--- src/rtl/instr_cache.sv ---
// Direct-mapped, read-only instruction cache. Hits return in the same cycle;
// misses stall the CPU and fetch one whole block over a read/busywait handshake.
module instr_cache #(
    parameter int unsigned NUM_SETS  = 8,
    parameter int unsigned WORDS_PER = 4,
    parameter int unsigned ADDR_W    = 10
) (
    input  logic                                CLK,
    input  logic                                RESET,
    input  logic [31:0]                         PC,
    output logic [31:0]                         INSTRUCTION,
    output logic                                BUSYWAIT,
    output logic                                mem_read,
    output logic [ADDR_W-$clog2(WORDS_PER)-3:0] mem_address,
    input  logic [32*WORDS_PER-1:0]             mem_readdata,
    input  logic                                mem_busywait
);
    localparam int unsigned IDX_W = $clog2(NUM_SETS);
    localparam int unsigned OFF_W = $clog2(WORDS_PER);
    localparam int unsigned BA_W  = ADDR_W - OFF_W - 2;
    localparam int unsigned TAG_W = BA_W - IDX_W;
    localparam int unsigned BLK_W = 32 * WORDS_PER;

    typedef enum logic [1:0] {IDLE, MEM_READ, UPDATE} state_t;

    state_t              state_q, state_d;
    logic [NUM_SETS-1:0] valid_q, valid_d;
    logic [BA_W-1:0]     miss_addr_q, miss_addr_d;
    logic [BLK_W-1:0]    fill_q, fill_d;
    logic                mem_read_q, mem_read_d;
    logic                line_we;

    logic [TAG_W-1:0]    tag_arr  [NUM_SETS];
    logic [BLK_W-1:0]    data_arr [NUM_SETS];

    logic [TAG_W-1:0]    pc_tag;
    logic [IDX_W-1:0]    pc_idx;
    logic [OFF_W-1:0]    pc_off;
    logic [IDX_W-1:0]    miss_idx;
    logic [TAG_W-1:0]    miss_tag;
    logic                hit;
    logic                unused_pc;

    assign pc_tag    = PC[ADDR_W-1 -: TAG_W];
    assign pc_idx    = PC[OFF_W+2 +: IDX_W];
    assign pc_off    = PC[2 +: OFF_W];
    assign unused_pc = ^{PC[31:ADDR_W], PC[1:0]};
    assign miss_idx  = miss_addr_q[IDX_W-1:0];
    assign miss_tag  = miss_addr_q[BA_W-1:IDX_W];

    assign hit         = valid_q[pc_idx] && (tag_arr[pc_idx] == pc_tag);
    assign INSTRUCTION = data_arr[pc_idx][{pc_off, 5'd0} +: 32];
    assign BUSYWAIT    = !RESET && ((state_q != IDLE) || !hit);
    assign mem_read    = mem_read_q;
    assign mem_address = miss_addr_q;

    // Reset is folded into the next-state logic so every flop below stays a plain register.
    always_comb begin
        state_d     = state_q;
        valid_d     = valid_q;
        miss_addr_d = miss_addr_q;
        fill_d      = fill_q;
        mem_read_d  = 1'b0;
        line_we     = 1'b0;
        case (state_q)
            IDLE: begin
                if (!hit) begin
                    state_d     = MEM_READ;
                    miss_addr_d = PC[ADDR_W-1:OFF_W+2];
                    mem_read_d  = 1'b1;
                end
            end
            MEM_READ: begin
                mem_read_d = 1'b1;
                if (!mem_busywait) begin
                    state_d    = UPDATE;
                    fill_d     = mem_readdata;
                    mem_read_d = 1'b0;
                end
            end
            UPDATE: begin
                state_d           = IDLE;
                valid_d[miss_idx] = 1'b1;
                line_we           = 1'b1;
            end
            default: state_d = IDLE;
        endcase
        if (RESET) begin
            state_d     = IDLE;
            valid_d     = '0;
            miss_addr_d = '0;
            mem_read_d  = 1'b0;
            line_we     = 1'b0;
        end
    end

    always_ff @(posedge CLK) begin
        state_q     <= state_d;
        valid_q     <= valid_d;
        miss_addr_q <= miss_addr_d;
        fill_q      <= fill_d;
        mem_read_q  <= mem_read_d;
    end

    // Tag and data storage is never cleared; the valid bits alone gate hits.
    always_ff @(posedge CLK) begin
        if (line_we) begin
            tag_arr[miss_idx]  <= miss_tag;
            data_arr[miss_idx] <= fill_q;
        end
    end
endmodule

--- config.mk ---
export PLATFORM = sky130hd
export DESIGN_NAME = instr_cache
export DESIGN_NICKNAME = d
export VERILOG_FILES = /design/src/rtl/instr_cache.sv
export SDC_FILE = /design/constraint.sdc
export NUM_CORES = 1
export LEC_CHECK = 0
export ABC_AREA = 1
export BUFFER_PORTS_ARGS = -buffer_cell sky130_fd_sc_hd__buf_2
export CORE_MARGIN = 1.5
export CORE_UTILIZATION = 35
export CTS_BUF_LIST = sky130_fd_sc_hd__clkbuf_4
export CTS_CLUSTER_SIZE = 20
export DETAILED_ROUTE_END_ITERATION = 8
export GPL_TIMING_DRIVEN = 1
export HOLD_SLACK_MARGIN = 0.03
export PLACE_DENSITY = 0.49
export RECOVER_POWER = 100
export SYNTH_ARGS = -nofsm -noshare
export SYNTH_HDL_FRONTEND = slang
export SYNTH_SLANG_ARGS = --single-unit
--- constraint.sdc ---
create_clock -name CLK -period 13.4 [get_ports CLK]
set_input_delay 3.35 -clock CLK [delete_from_list [all_inputs] [get_ports CLK]]
set_output_delay 3.35 -clock CLK [all_outputs]
set_load 0.1 [all_outputs]
==> metrics.txt, run 1 <==
status=finished, violations left; failing checks=capacitance limit, slew limit; flop-to-flop setup slack=4350 ps; power after layout=7.824 mW; Worst R2R End=data_arr[1][53]$_DFFE_PP_; post-route cell area=a little over 50,000 um2; synth top area cells=edfxtp_1 (78%), o21ai_0 (5.5%), nor2_1 (5.0%); most common cell after layout, fill and taps aside=edfxtp_1; Die Wd=between 300 and 400 um; largest net degree at the start of global routing=roughly 200; fin crit period=between 10,000 and 15,000 ps; final slew viol count=around 1,400; worst-margin pin slew=just under 10,000 ps; largest stage delay on the critical path=1790 ps; DPL Wire Length=between 60,000 and 70,000 um; max-cap violation count=23; Critical path buffers and inverters=3; WL per Instance=approximately 23 um; CP Class=input port to output port; CP most frequent cell=a21oi_1; post-CTS setup buffers=0; leakage=approximately 17 nW; sequential share of power=a little over half; core footprint=129,200 um2; largest fanout on the critical path=205; RR Startpoint=state_q[1]$_SDFFE_PP0P_; Clock Power Share=between 40% and 50%; Hold Path End=valid_q[3]$_SDFFE_PP0N_; Reg clk slew, reported paths=~60 ps; antenna violations before repair=10; CP startpoint kind=input port; Worst Path Required=about 10,000 ps; placed cells=between 4,000 and 5,000; final critical-path share of the clock period=just under 90%; headroom to the max-slew limit=-547.7%; DRC Markers=0; GRT Residual Overflow=0; Post-synth top flop=edfxtp_1; Port Buffers=~180; Die H=~360 um; CTS Hold Buffers Added=0; Setup violations, final=0; final hold violations=0; iteration-0 DRC count of the detailed router=approximately 2,200; first-pass GRT wire length=roughly 190,000 um; syn nets=between 3,000 and 4,000; cells resized by post-CTS repair=0; EDFF count, synth=around 1,200; area leader, netlist=edfxtp_1; I/O pins=203; post-synthesis sequential area ratio=78.44%; H-Tree Depth=5; share of post-route cells with drive strength above 1=16.67%; nets=around 3,700; Post-synth ARST share=0%; DP Area=47,970 um2; TritonCTS clock tree=yes; CP max stage cell=clkbuf_4; Avg Inst Size Synth=approximately 14 um2; most frequent cells in the layout=edfxtp_1 (1,176), nor2_1 (604), o21ai_0 (505); worst hold path type=flip-flop to flip-flop; Ys Warns=0; clk buf depth=4; CTS Buf Count=approximately 340; area delta synth->final=13.63%; DIE AREA=132,000 um2; GRT Resource Usage Total=19.20%; DP Worst Slack=approximately 3200 ps; Post-Route WL=about 130,000 um; post-route ant nets=0; Synth top area share=77.69%; Layout Skew=around 53 ps; RSZ-0062 raised after global routing=no; Worst-Skew Late Latency=around 1200 ps; NetSw=around 1.9 mW; Worst VDD drop=around 0.000084 V; crit path cell chain=buf_8 > clkbuf_4 > o21ai_0 > nor2_1 > a21oi_1 > a21oi_1 > o21ai_1 > nand2_1 > nor2_1 > a21oi_1 > clkbuf_1; row count=132; clock sink count=~1,200; synthesized instance count=3,162; routability cong.=approximately 0.73; Comb power frac=between 6 and 7%; pwr dens=between 150 and 200 nW/um2; via count=roughly 28,000; vias in the first global route=27,700; CP arrival=a little over 8000 ps; hold path cells=2; Max Clk Rate=about 86 MHz; Via-to-Cell Ratio=a little over 5; Unique masters post-synth=26; Yosys reg bits=1,193; clock root buffer master=clkbuf_4; non-filler cells in the finished layout=5,447; worst hold start=valid_q[3]$_SDFFE_PP0N_; Pre-antenna DRT Iters=5; Net Sw Frac=between 20% and 30%; Final TNS setup=0 ps; endpoint class of the critical path=output port; Setup WS post-layout=~1800 ps; P_int=between 5 and 6 mW; Initial Utilization=around a third; FF-to-FF path depth=5; synthesized area=45,450 um2; Crit path max-delay family=buffers and inverters
-- flip-flops by register name, indices dropped and copies added (netlist names) --
signal,count
state_q,2
data_arr,1024
mem_address,6
tag_arr,24
fill_q,128
valid_q,8
mem_read,1
-- worst max path at each step --
stage	startpoint	end	slack (ps)	cells past startpoint
finish	PC[4]	INSTRUCTION[12]	1800	11
global route	PC[4]	INSTRUCTION[12]	1510	11
CTS	PC[5]	INSTRUCTION[0]	3210	12
detailed placement	PC[5]	INSTRUCTION[0]	3220	12
global placement	PC[5]	INSTRUCTION[0]	3170	12
floorplan	mem_busywait	fill_q[0]$_DFFE_PP_	580	1
-- cell type report --
class	instances	area, um2
clock inverters	53	257.7
diodes	9	22.52
inverters	47	203.9
fillers	12340	77510
well taps	1742	2180
flip-flops and latches	1193	35650
multi-input cells	1693	8479
repair buffers	218	1155
clock buffers	492	3694
-- worst register-to-register path: stages, from the launching register on --
cell            delay [ps]
dfxtp_1                380
inv_1                   70
nor3_1                 230
nand2_1                290
nor2_1                1390
dlymetal6s4s_1        5860
-- kinds of logic (layout without fill, tap and decap cells) --
logic type,count (synthesis),after routing,share of synthesized area (%)
flip-flops,1193,1193,78.44
AO/OA/AOI/OAI,891,891,11.68
AND/OR/NAND/NOR,802,802,6.956
buffers and inverters,276,810,2.918
other,0,9,0
-- synth_stat cells (all sizes together) (17+ instances only) --
| library cell | number |
|---|---|
| dfxtp | 17 |
| inv | 47 |
| o21ai | 550 |
| nor2 | 606 |
| buf | 94 |
| clkbuf | 135 |
| nand3 | 101 |
| o22ai | 57 |
| a31oi | 29 |
| o221ai | 196 |
| nand2 | 92 |
| a21oi | 56 |
| edfxtp | 1176 |
-- per-layer routing --
metal / share of wire [%] / up-vias / track usage (%) / wire, um
met5: 0.0071 / - / 0 / 9
met4: 2.4 / 2 / 7.236 / 3088
met3: 6.3 / 230 / 4.266 / 8052
met2: 46 / 990 / 29.30 / 58220
met1: 46 / 14170 / 26.77 / 58090
li1: - / 12870 / - / -
-- power groups by stage --
stage          Sequential, mW  Clock (mW)  Combinational (mW)
2_1_floorplan            4.27           0               0.309
5_1_grt                  4.20        3.45               0.522
3_5_place_dp             4.26           0               0.501
3_3_place_gp             4.26           0               0.501
4_1_cts                  4.18        3.26               0.502
6_report                 4.19        3.15               0.487
-- metrics by stage --
| stage | utilization [%] | hold WS (ps) |
|---|---|---|
| finish | 39.99 | 457.9 |
| global route | 39.99 | 488.1 |
| CTS | 40.20 | 461.5 |
| detailed placement | 37.14 | 445.2 |
| global placement | 37.14 | 441.7 |
| floorplan | - | 428.6 |
(Power assumes the default switching activity.)
==> run 2, diff against run 1 <==
- ABC_AREA: 1 -> not set
- CORE_UTILIZATION: 35 -> 57
- PLACE_DENSITY: 0.49 -> 0.75
==> run 2 against run 1 <==
The flow still finishes with violations (capacitance limit, slew limit). Design area down 4.0%. Critical path depth fell by 5. Clock skew up 25 ps. Worst setup slack better by 96 ps. Global-route usage increased by 3.4 points. Wire length down 32%. Sequential cell count did not move. Area after synthesis shrank 2.7%. Critical path type unchanged.
==> metrics.txt, run 2 <==
max-cap violation count=12 (-48%); post-route cell area=49,590 um2 (-4.0%); Pre-antenna DRT Iters=5 (unchanged); largest registers=data_arr: 1024 flops, fill_q: 128 flops, tag_arr: 24 flops; worst-margin pin slew=10,110 ps (+391.6 ps); FF-to-FF path depth=4 (-1); DIE AREA=79,290 um2 (-40%); via count=19,650 (-30%); DP Worst Slack=3397 ps (+181.3 ps); largest stage delay on the critical path=2020 ps (+230 ps); iteration-0 DRC count of the detailed router=1,384 (-36%); EDFF count, synth=1,176 (unchanged); CP max stage cell=clkbuf_4; DPL Wire Length=40,920 um (-36%); worst hold path type=flip-flop to flip-flop; leakage=15.88 nW (-4.8%); Initial Utilization=57.96% (+23 points); endpoint class of the critical path=output port; share of post-route cells with drive strength above 1=39.80% (+23 points); clk buf depth=4 (unchanged); fin crit period=11,510 ps (-95.73 ps); Crit path depth=6 (-5); placed cells=2,843 (-42%); failing checks=capacitance limit, slew limit; CP arrival=8160 ps (-90 ps); hold_ws=451.7 ps (-6.215 ps); core footprint=76,330 um2 (-41%); Worst-Skew Late Latency=1090 ps (-90 ps); Synth top area share=79.83% (+2.1 points); Via-to-Cell Ratio=5.899 (+14%); number of flip-flops in the largest register=1,024 (unchanged); Final TNS setup=0 ps (unchanged); count leader, synth=edfxtp_1; Die Wd=281.6 um (-23%); final critical-path share of the clock period=85.86% (-0.71 points); Max Clk Rate=86.91 MHz (+0.83%); synth top area cells=edfxtp_1 (80%), mux4_2 (17%), mux2_2 (0.84%); Layout Skew=78.59 ps (+25.41 ps); final hold violations=0 (unchanged); crit path cell chain=buf_8 > clkbuf_4 > mux4_2 > mux4_2 > mux2_2 > clkbuf_1; Post-synth ARST share=0% (unchanged); antenna violations before repair=12 (+2); first-pass GRT wire length=129,100 um (-30%); TritonCTS clock tree=yes; H-Tree Depth=5 (unchanged); Reg clk slew, reported paths=60 ps (about the same); Worst Path Required=10,050 ps (about the same); Ys Warns=0 (unchanged); commonest cells in the synthesized netlist=edfxtp_1 (1,176), mux4_2 (325), clkbuf_1 (33), mux2_2 (33), buf_2 (28); synthesized area=44,240 um2 (-2.7%); clock root buffer master=clkbuf_4; Setup WS post-layout=1894 ps (+95.73 ps); CTS Buf Count=307 (-8.6%); Unique masters post-synth=25 (-3.8%); Worst VDD drop=0.0001090 V (+30%); routability cong.=0.7198 (-1.6%); GRT Residual Overflow=0 (unchanged); pwr dens=148.4 nW/um2 (-2.0%); CP most frequent cell=mux4_2; Die H=281.6 um (-23%); Setup violations, final=0 (unchanged); status=finished, violations left; post-route ant nets=0 (unchanged); post-CTS setup buffers=0 (unchanged); Post-synth top flop=edfxtp_1; CTS Hold Buffers Added=0 (unchanged); row count=101 (-23%); synthesized instance count=1,698 (-46%); area leader, netlist=edfxtp_1; area delta synth->final=12.10%; Fillers=5,056 (-59%); CP startpoint kind=input port; final slew viol count=1,380 (-4.3%); I/O pins=203 (unchanged); post-synthesis sequential area ratio=80.60% (+2.2 points); hold path cells=1 (-1); Avg Inst Size Synth=26.05 um2 (+81%); Port Buffers=178 (unchanged); vias in the first global route=21,810 (-21%); largest fanout on the critical path=157 (-23%); largest net degree at the start of global routing=158 (-23%); Post-Route WL=86,090 um (-32%); WL per Instance=25.85 um (+10%); most frequent cells in the layout=edfxtp_1 (1,176), clkbuf_4 (422), mux4_2 (325); nets=2,285 (-37%); non-filler cells in the finished layout=3,330 (-39%); clock sink count=1,193 (unchanged); DP Area=46,400 um2 (-3.3%); syn nets=1,861 (-44%); GRT Resource Usage Total=22.59% (+3.4 points); headroom to the max-slew limit=-573.8% (-26 points); Critical path buffers and inverters=3 (unchanged); Most flops, register=data_arr; Crit path max-delay family=buffers and inverters; final core area utilization=64.97% (+25 points); most common cell after layout, fill and taps aside=edfxtp_1; CP Class=input port to output port; cells resized by post-CTS repair=0 (unchanged); power after layout=7.360 mW (-5.9%); DRC Markers=0 (unchanged); Yosys reg bits=1,193 (unchanged); RSZ-0062 raised after global routing=no
## run 2: routing by layer
layer	routed length (um)	GRT usage, %	share of wire, %
met1	32910	28.24	38
met5	91	0	0.11
met3	5799	5.908	6.7
met4	1956	8.905	2.3
met2	45330	38.13	53
## run 2: worst reg2reg max path: stages (launching register included)
cell	delay [ps]
dfxtp_1	540
nand3_1	370
nor2_4	190
clkbuf_1	5050
clkbuf_1	2420
## run 2: power by group
group	total, mW	internal, mW	switching (mW)
Sequential	4.16	4.13	0.0352
Combinational	0.391	0.142	0.249
Clock	2.80	1.49	1.31
Total	7.36	5.76	1.60
## run 2: final timing paths
kind / start / endpoint / slack, ps
worst max-delay path: PC[5] / INSTRUCTION[17] / 1890
worst min-delay path: valid_q[5]$_SDFFE_PP0N_ / valid_q[5]$_SDFFE_PP0N_ / 450
worst max register to register: state_q[1]$_SDFFE_PP0P_ / data_arr[3][81]$_DFFE_PP_ / 4320
worst min register to register: valid_q[5]$_SDFFE_PP0N_ / valid_q[5]$_SDFFE_PP0N_ / 450
## run 2: cell families after synthesis
| group | Yosys count | synth area share (%) |
|---|---|---|
| buffers and inverters | 82 | 0.8853 |
| AOI/OAI and AO/OA | 12 | 0.3337 |
| xor gates and xnor gates | 3 | 0.05941 |
| muxes | 376 | 17.79 |
| and+or+nand+nor | 32 | 0.3309 |
| DFF | 1193 | 80.60 |
## run 2: area by class of cell
cell class | instances | area (um2) | share of cell area (%)
antenna | 6 | 15.01 | 0.03028
clock buffer | 421 | 3161 | 6.373
clock inverter | 60 | 310.3 | 0.6257
inverter | 2 | 7.507 | 0.01514
multi-input combinational | 423 | 8223 | 16.58
sequential | 1193 | 35650 | 71.90
tap | 1030 | 1289 | 2.599
timing repair buffer | 195 | 932.1 | 1.880
